--- src/rtl/iter_divider.sv ---
// iter_divider
//   Multi-cycle signed integer divider using the restoring (trial subtraction)
//   algorithm. One quotient bit is resolved per clock, MSB first. Operands are
//   converted to magnitudes on acceptance and the signs are reapplied when the
//   result is registered.
//
// Ports
//   clock       in   1      rising-edge clock
//   reset_n     in   1      asynchronous active-low reset
//   start       in   1      request a division; only honoured while idle
//   dividend    in   WIDTH  signed dividend, captured on an accepted start
//   divisor     in   WIDTH  signed divisor, captured on an accepted start
//   busy        out  1      high while an operation is in flight
//   result_rdy  out  1      one-cycle pulse marking a valid result
//   quotient    out  WIDTH  signed quotient, truncated toward zero
//   remainder   out  WIDTH  signed remainder, sign follows the dividend
//   div_zero    out  1      divisor was zero for the reported result
module iter_divider #(
  parameter int WIDTH = 32
) (
  input  logic             clock,
  input  logic             reset_n,
  input  logic             start,
  input  logic [WIDTH-1:0] dividend,
  input  logic [WIDTH-1:0] divisor,
  output logic             busy,
  output logic             result_rdy,
  output logic [WIDTH-1:0] quotient,
  output logic [WIDTH-1:0] remainder,
  output logic             div_zero
);

  localparam int CW = $clog2(WIDTH);
  localparam logic [CW-1:0] LAST_ITER = CW'(WIDTH - 1);

  typedef enum logic [1:0] {
    IDLE,
    CALC,
    DONE
  } state_t;

  state_t r_state;
  state_t w_nextState;

  // r_quo starts out holding |dividend| and fills with quotient bits from the
  // bottom as dividend bits are shifted out of the top.
  logic [WIDTH-1:0] r_quo;
  logic [WIDTH-1:0] r_rem;
  logic [WIDTH-1:0] r_dvsr;
  logic [CW-1:0]    r_count;
  logic             r_dvdNeg;
  logic             r_dvsNeg;
  logic             r_zero;

  logic             r_rdy;
  logic [WIDTH-1:0] r_quotient;
  logic [WIDTH-1:0] r_remainder;
  logic             r_divZero;

  logic [WIDTH-1:0] w_dvdAbs;
  logic [WIDTH-1:0] w_dvsAbs;
  logic [WIDTH:0]   w_shift;
  logic [WIDTH:0]   w_diff;

  // Magnitudes wrap for the most-negative value, which is still the correct
  // unsigned magnitude 2^(WIDTH-1).
  assign w_dvdAbs = dividend[WIDTH-1] ? -dividend : dividend;
  assign w_dvsAbs = divisor[WIDTH-1]  ? -divisor  : divisor;

  // The stored partial remainder is always below |divisor|, so WIDTH bits hold
  // it; the shifted trial value needs the extra bit so the subtraction's sign
  // bit (w_diff[WIDTH]) tells us whether the trial succeeded.
  assign w_shift = {r_rem, r_quo[WIDTH-1]};
  assign w_diff  = w_shift - {1'b0, r_dvsr};

  // State register.
  always_ff @(posedge clock or negedge reset_n) begin
    if (!reset_n) begin
      r_state <= IDLE;
    end else begin
      r_state <= w_nextState;
    end
  end

  // Next-state logic; a zero divisor skips straight to reporting.
  always_comb begin
    w_nextState = r_state;
    case (r_state)
      IDLE: begin
        if (start) begin
          w_nextState = (divisor == '0) ? DONE : CALC;
        end
      end
      CALC: begin
        if (r_count == LAST_ITER) begin
          w_nextState = DONE;
        end
      end
      DONE:    w_nextState = IDLE;
      default: w_nextState = IDLE;
    endcase
  end

  // Iteration datapath: capture operands on accept, then one restoring step
  // per CALC cycle.
  always_ff @(posedge clock or negedge reset_n) begin
    if (!reset_n) begin
      r_quo    <= '0;
      r_rem    <= '0;
      r_dvsr   <= '0;
      r_count  <= '0;
      r_dvdNeg <= 1'b0;
      r_dvsNeg <= 1'b0;
      r_zero   <= 1'b0;
    end else begin
      case (r_state)
        IDLE: begin
          if (start) begin
            r_quo    <= w_dvdAbs;
            r_rem    <= '0;
            r_dvsr   <= w_dvsAbs;
            r_count  <= '0;
            r_dvdNeg <= dividend[WIDTH-1];
            r_dvsNeg <= divisor[WIDTH-1];
            r_zero   <= (divisor == '0);
          end
        end
        CALC: begin
          r_quo   <= {r_quo[WIDTH-2:0], ~w_diff[WIDTH]};
          r_rem   <= w_diff[WIDTH] ? w_shift[WIDTH-1:0] : w_diff[WIDTH-1:0];
          r_count <= r_count + 1'b1;
        end
        default: begin
        end
      endcase
    end
  end

  // Result registers: updated only in DONE and held until the next result.
  // On the zero-divide path r_quo still holds |dividend|, so re-signing it
  // recovers the original dividend for the remainder.
  always_ff @(posedge clock or negedge reset_n) begin
    if (!reset_n) begin
      r_rdy       <= 1'b0;
      r_quotient  <= '0;
      r_remainder <= '0;
      r_divZero   <= 1'b0;
    end else begin
      r_rdy <= (r_state == DONE);
      if (r_state == DONE) begin
        if (r_zero) begin
          r_quotient  <= '0;
          r_remainder <= r_dvdNeg ? -r_quo : r_quo;
          r_divZero   <= 1'b1;
        end else begin
          r_quotient  <= (r_dvdNeg ^ r_dvsNeg) ? -r_quo : r_quo;
          r_remainder <= r_dvdNeg ? -r_rem : r_rem;
          r_divZero   <= 1'b0;
        end
      end
    end
  end

  assign busy       = (r_state != IDLE);
  assign result_rdy = r_rdy;
  assign quotient   = r_quotient;
  assign remainder  = r_remainder;
  assign div_zero   = r_divZero;

endmodule
--- config.mk ---
export PLATFORM = sky130hd
export DESIGN_NAME = iter_divider
export DESIGN_NICKNAME = d
export VERILOG_FILES = /design/src/rtl/iter_divider.sv
export SDC_FILE = /design/constraint.sdc
export NUM_CORES = 1
export LEC_CHECK = 0
export ABC_AREA = 1
export CORE_UTILIZATION = 59
export DETAILED_ROUTE_END_ITERATION = 8
export GPL_TIMING_DRIVEN = 0
export PLACE_DENSITY = 0.82
export REMOVE_ABC_BUFFERS = 1
export SLEW_MARGIN = 10
export SYNTH_ARGS = -nofsm -noshare
export SYNTH_HDL_FRONTEND = slang
export SYNTH_SLANG_ARGS = --single-unit
--- constraint.sdc ---
create_clock -name clock -period 2.7 [get_ports clock]
set_clock_uncertainty 0.05 [all_clocks]
set_input_delay 0.405 -clock clock [delete_from_list [all_inputs] [get_ports clock]]
set_output_delay 0.405 -clock clock [all_outputs]
set_load 0.02 [all_outputs]
Yosys cells after proc, flatten, opt, wreduce, memory -nomap -nowiden
Index checks and enable logic that the tools add are counted.
{"block": "totals", "output_inout_bits": 67, "inputBits": 67, "regBits": 172, "elab_cells": 51}
{"block": "classes", "muxes": 19, "add_sub_neg": 6, "n_eq_ne": 5, "n_bitwise": 2, "reduce_logical": 7}
{"cell": "32-bit two-way mux", "n": 10}
{"cell": "32-bit negation", "n": 4}
{"cell": "32-bit case mux with 2 select lines", "n": 2}
{"cell": "33-bit by 32-bit subtractor with 33-bit output", "n": 1}
{"cell": "32-bit logical NOT", "n": 1}
{"cell": "5-bit case mux with 2 select lines", "n": 1}
{"cell": "2-bit two-way mux", "n": 3}
{"cell": "2-bit AND reduction", "n": 3}
{"cell": "5-bit by 1-bit adder with 5-bit output, second input constant", "n": 1}
{"cell": "5-bit equality test, second input constant", "n": 1}
{"cell": "5-bit two-way mux", "n": 1}
{"cell": "2-bit inequality test, second input constant", "n": 2}
{"cell": "2-bit case mux with 2 select lines", "n": 1}
{"cell": "2-bit nonzero test", "n": 2}
{"cell": "2-bit by 1-bit equality test with 1-bit output, second input constant", "n": 1}
{"cell": "2-bit equality test, second input constant", "n": 1}
{"cell": "2-bit logical NOT", "n": 1}
{"cell": "1-bit two-way mux", "n": 1}
{"cell": "1-bit inverter", "n": 1}
{"cell": "1-bit XOR", "n": 1}

Logic depth before layout (Yosys ltp)
{"block": "logic_depth", "word_depth": 4, "ltp_mapped": 18, "ltp_nobuf": 17}

Worst setup path before layout
Ideal clock, no wire load.
{"block": "synth_timing", "path_kind": "reg-to-reg", "start": "register r_quo[31]", "end": "register r_rem[2]", "arrival_time_ns": 2.116, "path_slack_ns": 0.417, "path_stages_with_launch": 19, "setup_ns": 0.118, "required_time_ns": 2.532, "synth_period_minus_slack_ns": 2.283, "n_path_buf": 1, "cell_sequence": "dfrtp_1 > inv_1 > ha_1 > fa_1 > inv_1 > nand2_1 > nand2_1 > nand3_1 > nand2_2 > nand2_2 > nand2_4 > nand2_4 > nand2_4 > nand2_4 > nand2_4 > buf_12 > nand2_2 > nand3_1 > nand2_1"}
{"block": "synth_between", "elab_chain_cells": 3}
{"element": "from (decl)", "line_no": "47", "text": "logic [WIDTH-1:0] r_quo;"}
{"element": "from (signal assigned)", "line_no": "119", "text": "r_quo <= w_dvdAbs;"}
{"element": "from (signal assigned)", "line_no": "129", "text": "r_quo <= {r_quo[WIDTH-2:0], ~w_diff[WIDTH]};"}
{"element": "33-bit by 32-bit subtractor with 33-bit output", "line_no": "74", "text": "assign w_diff = w_shift - {1'b0, r_dvsr};"}
{"element": "32-bit two-way mux", "line_no": "130", "text": "r_rem <= w_diff[WIDTH] ? w_shift[WIDTH-1:0] : w_diff[WIDTH-1:0];"}
{"element": "32-bit case mux with 2 select lines", "line_no": "116", "text": "case (r_state)"}
{"element": "to (signal assigned)", "line_no": "130"}
{"element": "to (decl)", "line_no": "48", "text": "logic [WIDTH-1:0] r_rem;"}
Every way passes these cells.
A chain may end at the register's enable or synchronous reset.

Final worst setup path
{"block": "layout_timing", "start": "register r_state[1]", "end": "register r_quo[17]"}
{"block": "layout_between", "elab_chain_cells": 3, "elab_cells_between_ends": 6, "classes_between": "eq/ne (2); mux (1); reduce/logical (3)"}
{"element": "from (decl)", "line_no": "42", "text": "state_t r_state;"}
{"element": "from (signal assigned)", "line_no": "81", "text": "r_state <= w_nextState;"}
{"element": "2-bit by 1-bit equality test with 1-bit output / 2-bit logical NOT (equally long branches)", "line_no": "116"}
{"element": "2-bit nonzero test (no source line) / 2-bit inequality test (equally long branches)"}
{"element": "2-bit AND reduction (no source line)"}
Parallel ways exist; a longest one is shown, timed or not.

==> flow_metrics.env <==
export IMPL_min_path_cells=1
export IMPL_hold_path_class="reg2reg"
export IMPL_vias=15000
export IMPL_r2r_start="r_state[1]"
export IMPL_multi_input_area_um2=8300
export IMPL_min_period_over_period_pct=98.4
export IMPL_path_max_fanout=53
export IMPL_ff2ff_setup_slack_ps=40
export IMPL_rsz0062_at_grt="yes"
export IMPL_crit_path_start_kind="flop"
export IMPL_min_period_ps=2660
export IMPL_crit_chain="nor2_2, nand2_4, buf_16, inv_12, nor2_4, buf_12, buf_16, inv_1, o22ai_1, a31o_2"
export IMPL_setup_violations=0
export IMPL_final_area_um2=16500
export IMPL_fmax_ghz=0.376
export IMPL_crit_arrival_ps=2950
export IMPL_cpMaxStageDelayCell="dfrtp_1"
export IMPL_die_area_um2=24000
export IMPL_critPathBufInv=5
export IMPL_numPortBuffers=133
export IMPL_htreeDepth=4
export IMPL_reg2regPathDepth=10
export IMPL_drt_pre_antenna_iters=7
export IMPL_crit_required_ps=2990
export IMPL_yosysSeqAreaShare_pct=31.2
export IMPL_die_h_um=155
export IMPL_final_nets=2366
export IMPL_avgSynthCellArea_um2=6.45
export IMPL_synthFlopType="dfrtp_1"
export IMPL_worst_pin_slew_ps=1170
export IMPL_routed_wl_um=45900
export IMPL_avgViaCountPerCell=5.81
export IMPL_synth_enable_flop_cells=0
export IMPL_dpl_hpwl_um=33400
export IMPL_gp_congestion=0.947
export IMPL_numCtsBuffers=17
export IMPL_fill_cells=1954
export IMPL_syn_area_um2=13800
export IMPL_powerDensity_nw_per_um2=1430
export IMPL_yosysWarnings=0
export IMPL_drtAntennaViolNets=0
export IMPL_seq_area_um2=4310
export IMPL_timing_rr_end="r_quo[17]"
export IMPL_drive_above_1_share_pct=6.82
export IMPL_holdWs_ps=427
export IMPL_wl_per_cell_um=17.7
export IMPL_synth_async_sr_flop_share_pct=100
export IMPL_timing_hold_worst_endpoint="quotient[16]"
export IMPL_cpPeakStageDelay_ps=460
export IMPL_grt_overflow=0
export IMPL_ys_types=55
export IMPL_grtUsageTotal_pct=38.4
export IMPL_cpLargestDelayFamily="buffers and inverters"
export IMPL_power_leakage_nw=8.20
export IMPL_synth_top_area_cell="dfrtp_1"
export IMPL_peakVddDrop_v=0.000801
export IMPL_row_count=55
export IMPL_worstSkewPairLatency_ps=450
export IMPL_grt_pass1_wl_um=71500
export IMPL_antenna_cells=0
export IMPL_synthTopCellsByArea="dfrtp_1, nand2_1, nand3_1, inv_1, nor2_1"
export IMPL_first_global_vias=13600
export IMPL_areaGrowthSynthToFinish_pct=19.3
export IMPL_placed_area_um2=15400
export IMPL_grt_max_degree=92
export IMPL_status="finished, final reports clean"
export IMPL_hold_start="quotient[16]"
export IMPL_drv_cap=0
export IMPL_die_w_um=155
export IMPL_dr_first_iter_drc_count=1778
export IMPL_hold_viol=0
export IMPL_end_kind="flop"
export IMPL_clock_sinks=172
export IMPL_path_class="reg2reg"
export IMPL_cts_clk_slew_worst_paths_ps=80
export IMPL_antenna_found_initial=0
export IMPL_start_util_pct=60.6
export IMPL_maxSlewHeadroom_pct=22.0
export IMPL_clock_path_buffers=2
export IMPL_syn_inst=2140
export IMPL_cts_tree="done"
export IMPL_ys_ff_latch=172
export IMPL_drc=0
export IMPL_maxSlewViolCount=0
export IMPL_ctsRootBufferMaster="clkbuf_16"
export IMPL_design_core_area_um2=22800
export IMPL_ios=134
export IMPL_cp_common_cell="buf_16"
export IMPL_synth_top_area_share_pct=31.2
==> cell families (layout without fill, tap and decap cells) <==
logic type | after synthesis | count (layout) | share of synthesized area [%]
xor+xnor | 75 | 75 | 4.76
compound gates | 267 | 267 | 11.9
flops | 172 | 172 | 31.2
buf+inv | 360 | 486 | 10.2
simple gates | 1227 | 1234 | 38.4
fa+ha+maj | 39 | 39 | 3.59
==> how the worst max path moves through the flow <==
stage,from,to,slack (ps),cells past startpoint
2_1_floorplan,r_dvdNeg,quotient[3],-1250,6
3_3_place_gp,reset_n,r_quo[31],-6050,1
3_5_place_dp,start,r_quo[17],-970,10
4_1_cts,r_quo[31],r_rem[25],-10,17
5_1_grt,r_rem[21],r_rem[11],-80,15
6_report,r_state[1],r_quo[17],40,10
==> metrics by stage <==
step	std cells	total power (W)	utilization, %	setup slack (ps)	TNS (ps)
2_1_floorplan	2069	0.0147	-	-1250	-78360
3_3_place_gp	2515	0.0189	66.7	-6050	-1386820
3_5_place_dp	2523	0.0195	67.7	-974	-65800
4_1_cts	2561	0.0224	70.8	-11.1	-15.2
5_1_grt	2586	0.0254	72.3	-81.1	-343
6_report	2586	0.0236	72.3	42.7	0
==> layout by cell type (no fill, tap or decap), types with 17 or more instances in the layout <==
cell type        count
nand2_1            690
inv_1              278
nand3_1            227
nor2_1             180
dfrtp_1            169
clkdlybuf4s50_1    131
o21ai_0            102
xor2_1              63
a21oi_1             50
o211ai_1            38
ha_1                31
a22oi_1             26
nand4_1             25
nor3_1              22
nand2_2             19
nand3b_1            18
clkbuf_16           17
buf_4               17
==> registers in the layout, indices dropped and copies added (netlist names) <==
| signal | count |
|---|---|
| remainder | 32 |
| r_zero | 1 |
| r_rem | 32 |
| r_quo | 32 |
| result_rdy | 1 |
| r_dvdNeg | 1 |
| r_state | 2 |
| quotient | 32 |
| r_dvsr | 32 |
| r_dvsNeg | 1 |
| r_count | 5 |
| div_zero | 1 |
==> worst register-to-register path, stage by stage, from the launching register on <==
cell and delay (ps):
dfrtp_1 460, nor2_2 230, nand2_4 200, buf_16 240, inv_12 230, nor2_4 90
buf_12 170, buf_16 190, inv_1 230, o22ai_1 200, a31o_2 250
==> cells in the mapped netlist (all sizes together) (12+ instances only) <==
master  number
nor2       195
clkbuf      43
nand3b      18
nor3        26
o211ai      38
a22oi       26
ha          38
buf         28
inv        287
nand3      235
a21oi       52
o21ai      112
dfrtp      172
nand4       25
xnor2       12
xor2        63
nand2      717
==> report_power, final <==
group,switching (W),total (W),internal [W]
clock,0.00125,0.00257,0.00132
combinational,0.0100,0.0157,0.00573
sequential,0.00148,0.00532,0.00384
total,0.0127,0.0236,0.0109
==> final cells by class <==
class / count / area share [%]
clock buffers: 17 / 2.58
multi-input cells: 1615 / 50.4
clock inverters: 15 / 1.03
inverters: 289 / 6.73
well taps: 313 / 2.38
repair buffers: 164 / 10.7
repair inverters: 1 / 0.0304
flip-flops and latches: 172 / 26.2
==> repair_timing <==
| item | 4_1_cts | 5_1_grt |
|---|---|---|
| endpoints found under the setup margin | 139 | 54 |
| buffers inserted | 1 | 21 |
| hold buffers | 1 | 0 |
| gates resized for setup | 23 | 19 |
| endpoints found under the hold margin | 81 | 0 |
| gates cloned | 4 | 4 |
| pin swaps | 3 | 6 |
==> layer usage <==
metal / wire, um / vias up / GRT usage [%]
met5: 0 / - / 0
met4: 1480 / 0 / 13.9
met3: 4610 / 114 / 5.91
met2: 20300 / 836 / 59.3
met1: 19500 / 6931 / 54.4
li1: - / 7149 / -
(Power assumes the default switching activity.)
